==> src/rtl/wb_regfile.sv <==
`default_nettype none
// ============================================================================
// Module      : wb_regfile
// Description : Writeback stage register file. Forms the writeback value from
//               the MEM/WB controls, commits it to a 32-entry GPR file with r0
//               hardwired to zero, and keeps a commit counter and a record of
//               the last write for debug/trace.
//               Optional macro REG_BYPASS_EN: write-through on the read ports.
// Revision    : 1.0 - initial release
// ============================================================================
module wb_regfile #(
  parameter int DATA_W   = 32,
  parameter int NREG     = 32,
  parameter int ADDR_W   = 5,
  parameter int LINK_OFS = 4
) (
  input  logic              clk,
  input  logic              reset,
  input  logic              RegWr,
  input  logic [1:0]        RegDst,
  input  logic [1:0]        Digit,
  input  logic              LoadUnsigned,
  input  logic              immres,
  input  logic [1:0]        cmp,
  input  logic [ADDR_W-1:0] WbAddr,
  input  logic [DATA_W-1:0] AluOutput,
  input  logic [DATA_W-1:0] MemRdata,
  input  logic [DATA_W-1:0] PC,
  input  logic [DATA_W-1:0] extend,
  input  logic [ADDR_W-1:0] RsAddr,
  input  logic [ADDR_W-1:0] RtAddr,
  output logic [DATA_W-1:0] RsData,
  output logic [DATA_W-1:0] RtData,
  output logic [31:0]       WrCount,
  output logic [ADDR_W-1:0] LastAddr,
  output logic [DATA_W-1:0] LastData
);

  localparam logic [1:0] C_SRC_ALU  = 2'b00;
  localparam logic [1:0] C_SRC_LOAD = 2'b01;
  localparam logic [1:0] C_SRC_LINK = 2'b10;
  localparam logic [1:0] C_SZ_HALF  = 2'b01;
  localparam logic [1:0] C_SZ_BYTE  = 2'b10;
  localparam logic [1:0] C_CMP_LT   = 2'b01;
  localparam logic [1:0] C_CMP_EQ   = 2'b10;

  logic [DATA_W-1:0] regs_q [NREG];
  logic [DATA_W-1:0] regs_d [NREG];
  logic [31:0]       wr_count_q, wr_count_d;
  logic [ADDR_W-1:0] last_addr_q, last_addr_d;
  logic [DATA_W-1:0] last_data_q, last_data_d;

  logic [7:0]        w_byte;
  logic [15:0]       w_half;
  logic [DATA_W-1:0] w_load;
  logic              w_flag;
  logic [DATA_W-1:0] w_wdata;
  logic              w_commit;

  // Load lane extraction: byte lane from addr[1:0], half lane from addr[1].
  always_comb begin
    w_byte = 8'h00;
    case (AluOutput[1:0])
      2'b00:   w_byte = MemRdata[7:0];
      2'b01:   w_byte = MemRdata[15:8];
      2'b10:   w_byte = MemRdata[23:16];
      default: w_byte = MemRdata[31:24];
    endcase
    w_half = AluOutput[1] ? MemRdata[31:16] : MemRdata[15:0];

    w_load = MemRdata;
    if (Digit == C_SZ_BYTE) begin
      w_load = {{(DATA_W-8){~LoadUnsigned & w_byte[7]}}, w_byte};
    end else if (Digit == C_SZ_HALF) begin
      w_load = {{(DATA_W-16){~LoadUnsigned & w_half[15]}}, w_half};
    end
  end

  always_comb begin
    w_flag = 1'b0;
    case (cmp)
      C_CMP_LT: w_flag = AluOutput[DATA_W-1];
      C_CMP_EQ: w_flag = (AluOutput == '0);
      default:  w_flag = 1'b0;
    endcase
  end

  always_comb begin
    w_wdata = AluOutput;
    if (immres) begin
      w_wdata = extend;
    end else begin
      case (RegDst)
        C_SRC_ALU:  w_wdata = AluOutput;
        C_SRC_LOAD: w_wdata = w_load;
        C_SRC_LINK: w_wdata = PC + DATA_W'(LINK_OFS);
        default:    w_wdata = {{(DATA_W-1){1'b0}}, w_flag};
      endcase
    end
  end

  assign w_commit = RegWr && (WbAddr != '0);

  always_comb begin
    regs_d      = regs_q;
    wr_count_d  = wr_count_q;
    last_addr_d = last_addr_q;
    last_data_d = last_data_q;
    if (w_commit) begin
      regs_d[WbAddr] = w_wdata;
      wr_count_d     = wr_count_q + 32'd1;
      last_addr_d    = WbAddr;
      last_data_d    = w_wdata;
    end
  end

  always_ff @(posedge clk or posedge reset) begin
    if (reset) begin
      for (int i = 0; i < NREG; i++) begin
        regs_q[i] <= '0;
      end
      wr_count_q  <= '0;
      last_addr_q <= '0;
      last_data_q <= '0;
    end else begin
      regs_q      <= regs_d;
      wr_count_q  <= wr_count_d;
      last_addr_q <= last_addr_d;
      last_data_q <= last_data_d;
    end
  end

  // r0 is never written, but reads of address 0 are forced to zero regardless.
  always_comb begin
    RsData = (RsAddr == '0) ? '0 : regs_q[RsAddr];
    RtData = (RtAddr == '0) ? '0 : regs_q[RtAddr];
`ifdef REG_BYPASS_EN
    if (w_commit && (RsAddr == WbAddr)) RsData = w_wdata;
    if (w_commit && (RtAddr == WbAddr)) RtData = w_wdata;
`endif
  end

  assign WrCount  = wr_count_q;
  assign LastAddr = last_addr_q;
  assign LastData = last_data_q;

endmodule
`default_nettype wire

==> config.mk <==
export PLATFORM = sky130hd
export DESIGN_NAME = wb_regfile
export DESIGN_NICKNAME = d
export VERILOG_FILES = /design/src/rtl/wb_regfile.sv
export SDC_FILE = /design/constraint.sdc
export NUM_CORES = 2
export LEC_CHECK = 0
export ABC_CLOCK_PERIOD_IN_PS = 47400
export CAP_MARGIN = 0
export CORE_UTILIZATION = 55
export DETAILED_ROUTE_END_ITERATION = 6
export PLACE_DENSITY_LB_ADDON = 0.1
export SYNTH_ARGS = -nofsm -noshare
export SYNTH_HDL_FRONTEND = slang
export SYNTH_SLANG_ARGS = --single-unit
==> constraint.sdc <==
create_clock -name clk -period 47.4 [get_ports clk]
set_clock_uncertainty 0.15 [all_clocks]
set_input_delay 7.11 -clock clk [delete_from_list [all_inputs] [get_ports clk]]
set_output_delay 7.11 -clock clk [all_outputs]
set_load 0.05 [all_outputs]
# Word-level counts from Yosys, hierarchy flattened
# Index checks and enable logic that the tools add are counted.
totals:
  inputBits: 154
  reg_bits: 1093
  wordCells: 81
  output_inout_bits: 133
op_classes:
  bitwise: 6
  order_cmp: 4
  n_reduce_logical: 8
  muxes: 18
  eq_ne: 8
  n_addsub: 2
op_table:
  columns: ["cell", "count"]
  rows:
  - ["bitwise mux 1024 bit", 1]
  - ["binary-select mux 32 bit (select 5 bit)", 2]
  - ["two-way mux 32 bit", 10]
  - ["demux 32 bit (select 5 bit)", 1]
  - ["case mux 32 bit (3 select lines)", 1]
  - ["adder 32 x 1 -> 32 bit (second input constant)", 1]
  - ["adder 32 x 3 -> 32 bit (second input constant)", 1]
  - ["logical NOT 32 bit", 1]
  - ["case mux 8 bit (3 select lines)", 1]
  - ["greater-or-equal comparator 6 bit (second input constant)", 3]
  - ["inverter 5 -> 6 bit", 3]
  - ["two-way mux 16 bit", 1]
  - ["logical NOT 5 bit", 2]
  - ["equality test 2 x 1 -> 1 bit (second input constant)", 4]
  - ["equality test 2 bit (second input constant)", 4]
  - ["less-than comparator 6 x 1 -> 1 bit (second input constant)", 1]
  - ["nonzero test 5 bit", 1]
  - ["logical NOT 2 bit", 2]
  - ["AND 1 bit", 2]
  - ["logical AND 1 bit", 2]
  - ["case mux 1 bit (2 select lines)", 1]
  - ["inverter 1 bit", 1]

# Logic depth before layout (Yosys ltp)
depth:
  depth_word: 7
  mapped_depth: 10

# Worst setup path before layout
# OpenSTA, ideal clock, no wires.
synth_path:
  path_type: "input -> output"
  from: "in RsAddr[0]"
  to: "out RsData[11]"
  t_arrival_ps: 9914
  path_stages: 10
  setup_slack_ps: 30226
  path_cell_list: "clkbuf_1 > buf_2 > buf_4 > buf_2 > buf_4 > buf_2 > mux2i_1 > o221ai_1 > a221oi_1 > nor3_1"
synth_between:
  elab_chain_cells: 5
  elab_cells_between_ends: 6
synth_lines:
  columns: ["element", "line", "text"]
  rows:
  - ["start, declared", "30", "input logic [ADDR_W-1:0] RsAddr,"]
  - ["inverter 5 -> 6 bit (implied by the code)", "135", "RsData = (RsAddr == '0) ? '0 : regs_q[RsAddr];"]
  - ["binary-select mux 32 bit (select 5 bit)", "135", null]
  - ["two-way mux 32 bit (implied by the code) (2 in a row)", "135", null]
  - ["two-way mux 32 bit (*)", "135", null]
  - ["end, declared", "32", "output logic [DATA_W-1:0] RsData,"]
# Every way passes the cells marked *; elsewhere a longest branch is shown, timed or not. The select of a mux whose other input is x is not followed.

# Final worst setup path
layout_path:
  from: "in RsAddr[3]"
  to: "out RsData[7]"
# The elaborated chain is that of the path after synthesis.

==> results.json <==
{
  "setup_violations": 0,
  "holdBufCountCts": 0,
  "drv_slew": 0,
  "grt_start_max_net_pins": 177,
  "htreeDepth": 3,
  "fin_ws_ns": 28.55,
  "hpwlAfterDp_um": 120000,
  "overflow": 0,
  "path_clk_slew_ns": 0.06,
  "hold_violations": 0,
  "clk_latency_ns": 0.73,
  "cp-end-kind": "output port",
  "ir_drop_uv": 43.7,
  "layoutNonFillerInstCount": 6730,
  "routed_wire_length_per_instance_um": 29.6,
  "grt_pass1_vias": 43876,
  "power.density_nw_per_um2": 43.6,
  "yosysUniqueCellTypes": 68,
  "ctsResizeCount": 0,
  "status": "finished, final reports clean",
  "crit_type": "primary input to output port",
  "slew_headroom_pct": 4.18,
  "grt_use_met2_pct": 56.0,
  "worst_pin_slew_ns": 1.43,
  "startpoint_type": "primary input",
  "use_met3_pct": 9.15,
  "grt_setup_unrepaired": "false",
  "synth.area.top_cells": "dfrtp_1, mux4_2, nand2_1",
  "cts_buffers": 116,
  "yosys.area.top_type_share_pct": 47.4,
  "holdPathStages": 0,
  "cts_tree": "built",
  "die_area_um2": 106000,
  "initial_core_util_pct": 55.6,
  "viasPerCell": 6.71,
  "core-area_um2": 104000,
  "total_power_mw": 2.86,
  "syn_avg_cell_area_um2": 10.9,
  "synthArstFlopShare_pct": 100,
  "port_buffers": 286,
  "maxCapViolations": 0,
  "fin_crit_sh_pct": 39.8,
  "post-place-cells": 6512,
  "cp.arrival_ns": 11.59,
  "pin_count": 287,
  "r2r_cells": 5,
  "drtIter0Drc": 5698,
  "track_usage_pct": 37.8,
  "grt_pass1_wl_um": 296000,
  "synthesis.nets": 5436,
  "gp_congestion": 0.965,
  "drc": 0,
  "die-height_um": 326,
  "yosysWarnings": 0,
  "fillCellCount": 8321,
  "worstPathRequired_ns": 40.14,
  "place_ws_ns": 28.58,
  "ys_ff_latch": 1093,
  "max_clock_freq_mhz": 53.0,
  "syn_inst": 5278,
  "synthFlopType": "dfrtp_1",
  "cts_setup_buffers": 0,
  "cts_root_buf": "clkbuf_16",
  "leakage_nw": 27.5,
  "path_max_fanout": 30,
  "ys_seq_area_share_pct": 47.4,
  "cts_buffer_depth": 3,
  "synth_area_um2": 57600,
  "worst_hold_slack_ns": 0.248,
  "area_growth_pct": 13.7,
  "die_w_um": 326,
  "met1_usage_pct": 54.7,
  "nets": 5408,
  "dr.pass1.iters": 6,
  "tns_ns": 0,
  "antenna_found_initial": 10,
  "drive_gt1_share_pct": 20.1,
  "period_needed_ns": 18.85,
  "ant_nets": 0,
  "worstHoldPathType": "register to register",
  "rows": 118,
  "clock_sink_count": 1093,
  "via_count": 45157,
  "synth-edff-count": 0,
  "synth_area_leader_cell": "dfrtp_1",
  "wl_um": 199000,
  "top_usage_layer": "met2"
}
==> power breakdown <==
part | switching (mW) | leakage [nW] | internal, mW
sequential | 0.131 | 14.2 | 1.10
clock | 0.393 | 1.96 | 0.562
combinational | 0.362 | 11.4 | 0.308
total | 0.885 | 27.5 | 1.97
==> cells in the mapped netlist, types with 13 or more instances <==
library cell	instances
o22ai_1	40
nor2_1	372
o221ai_1	35
a31oi_2	30
a31oi_1	68
a211o_1	27
nand3_1	22
buf_2	62
nor4_1	13
mux2_2	121
nand4_1	19
a221oi_1	36
o21ai_1	433
a22oi_1	35
o21ai_0	354
clkbuf_1	425
buf_1	57
mux2i_1	115
dfrtp_1	1093
inv_1	13
xnor2_1	33
nor3_1	50
a21oi_1	222
nand2_1	948
mux4_2	508
==> worst max-delay path, stage by stage <==
cell	delay (ns)
buf_4	0.50
buf_4	0.48
buf_4	0.58
nor2_1	0.15
nand2_4	0.43
buf_4	0.59
o221ai_1	0.22
a221oi_1	0.57
nor3_1	0.16
clkdlybuf4s50_1	0.73
==> final timing paths <==
path,slack (ns),startpoint,end
hold reg to reg,0.25,regs_q[997],regs_q[997]
hold / removal,0.25,regs_q[997],regs_q[997]
min in group asynchronous,6.72,reset,regs_q[953]
setup / recovery,28.55,RsAddr[3],RsData[7]
setup reg to reg,44.80,WrCount[3],WrCount[31]
max in group asynchronous,36.27,reset,regs_q[71]
==> sequential cells by signal (all words and copies together), names as in the netlist <==
register and cells:
LastData 32, WrCount 32, regs_q 1024, LastAddr 5
==> placed cells by master (no fill, tap or decap), types with 33 or more instances in the layout <==
cell type and instances:
o221ai_1 34, a21oi_1 218, mux2i_1 115, clkdlybuf4s50_1 275
buf_4 118, mux2_2 121, o21ai_0 354, o22ai_1 40
nor2_1 365, nand2_1 916, o21ai_1 427, a22oi_1 34
a31oi_1 67, nor3_1 47, dfrtp_1 1093, xnor2_1 33
clkbuf_16 118, mux4_2 508
==> per-layer routing <==
metal / wire, µm / up-vias
li1: - / 19253
met1: 80900 / 23016
met2: 89500 / 2416
met3: 20700 / 460
met4: 7730 / 12
met5: 86 / -
==> logic make-up after synthesis <==
| logic type | after synthesis | synth area share (%) |
|---|---|---|
| adder cells (fa/ha/maj) | 4 | 0.0868 |
| flip-flops | 1093 | 47.4 |
| AND/OR/NAND/NOR | 1500 | 10.5 |
| multiplexers | 745 | 24.2 |
| AO/OA/AOI/OAI | 1328 | 13.2 |
| XOR/XNOR | 44 | 0.668 |
| buffers and inverters | 564 | 3.87 |
==> cell type report <==
type | count | area (µm²) | share of cell area, %
Multi-Input combinational cell | 3621 | 28600 | 43.7
Sequential cell | 1093 | 27400 | 41.7
Timing Repair Buffer | 404 | 3800 | 5.79
Clock buffer | 172 | 3460 | 5.27
Tap cell | 1380 | 1730 | 2.63
Clock inverter | 43 | 539 | 0.822
Inverter | 14 | 60.1 | 0.0916
Antenna cell | 3 | 7.51 | 0.0114
==> metrics by stage <==
stage / area [µm²] / utilization [%]
global placement: 61600 / 59.4
CTS: 65600 / 63.3
finish: 65600 / 63.3
global route: 65600 / 63.3
detailed placement: 61600 / 59.4
floorplan: 57600 / -
No activity file was read; power rests on OpenSTA's default activity.
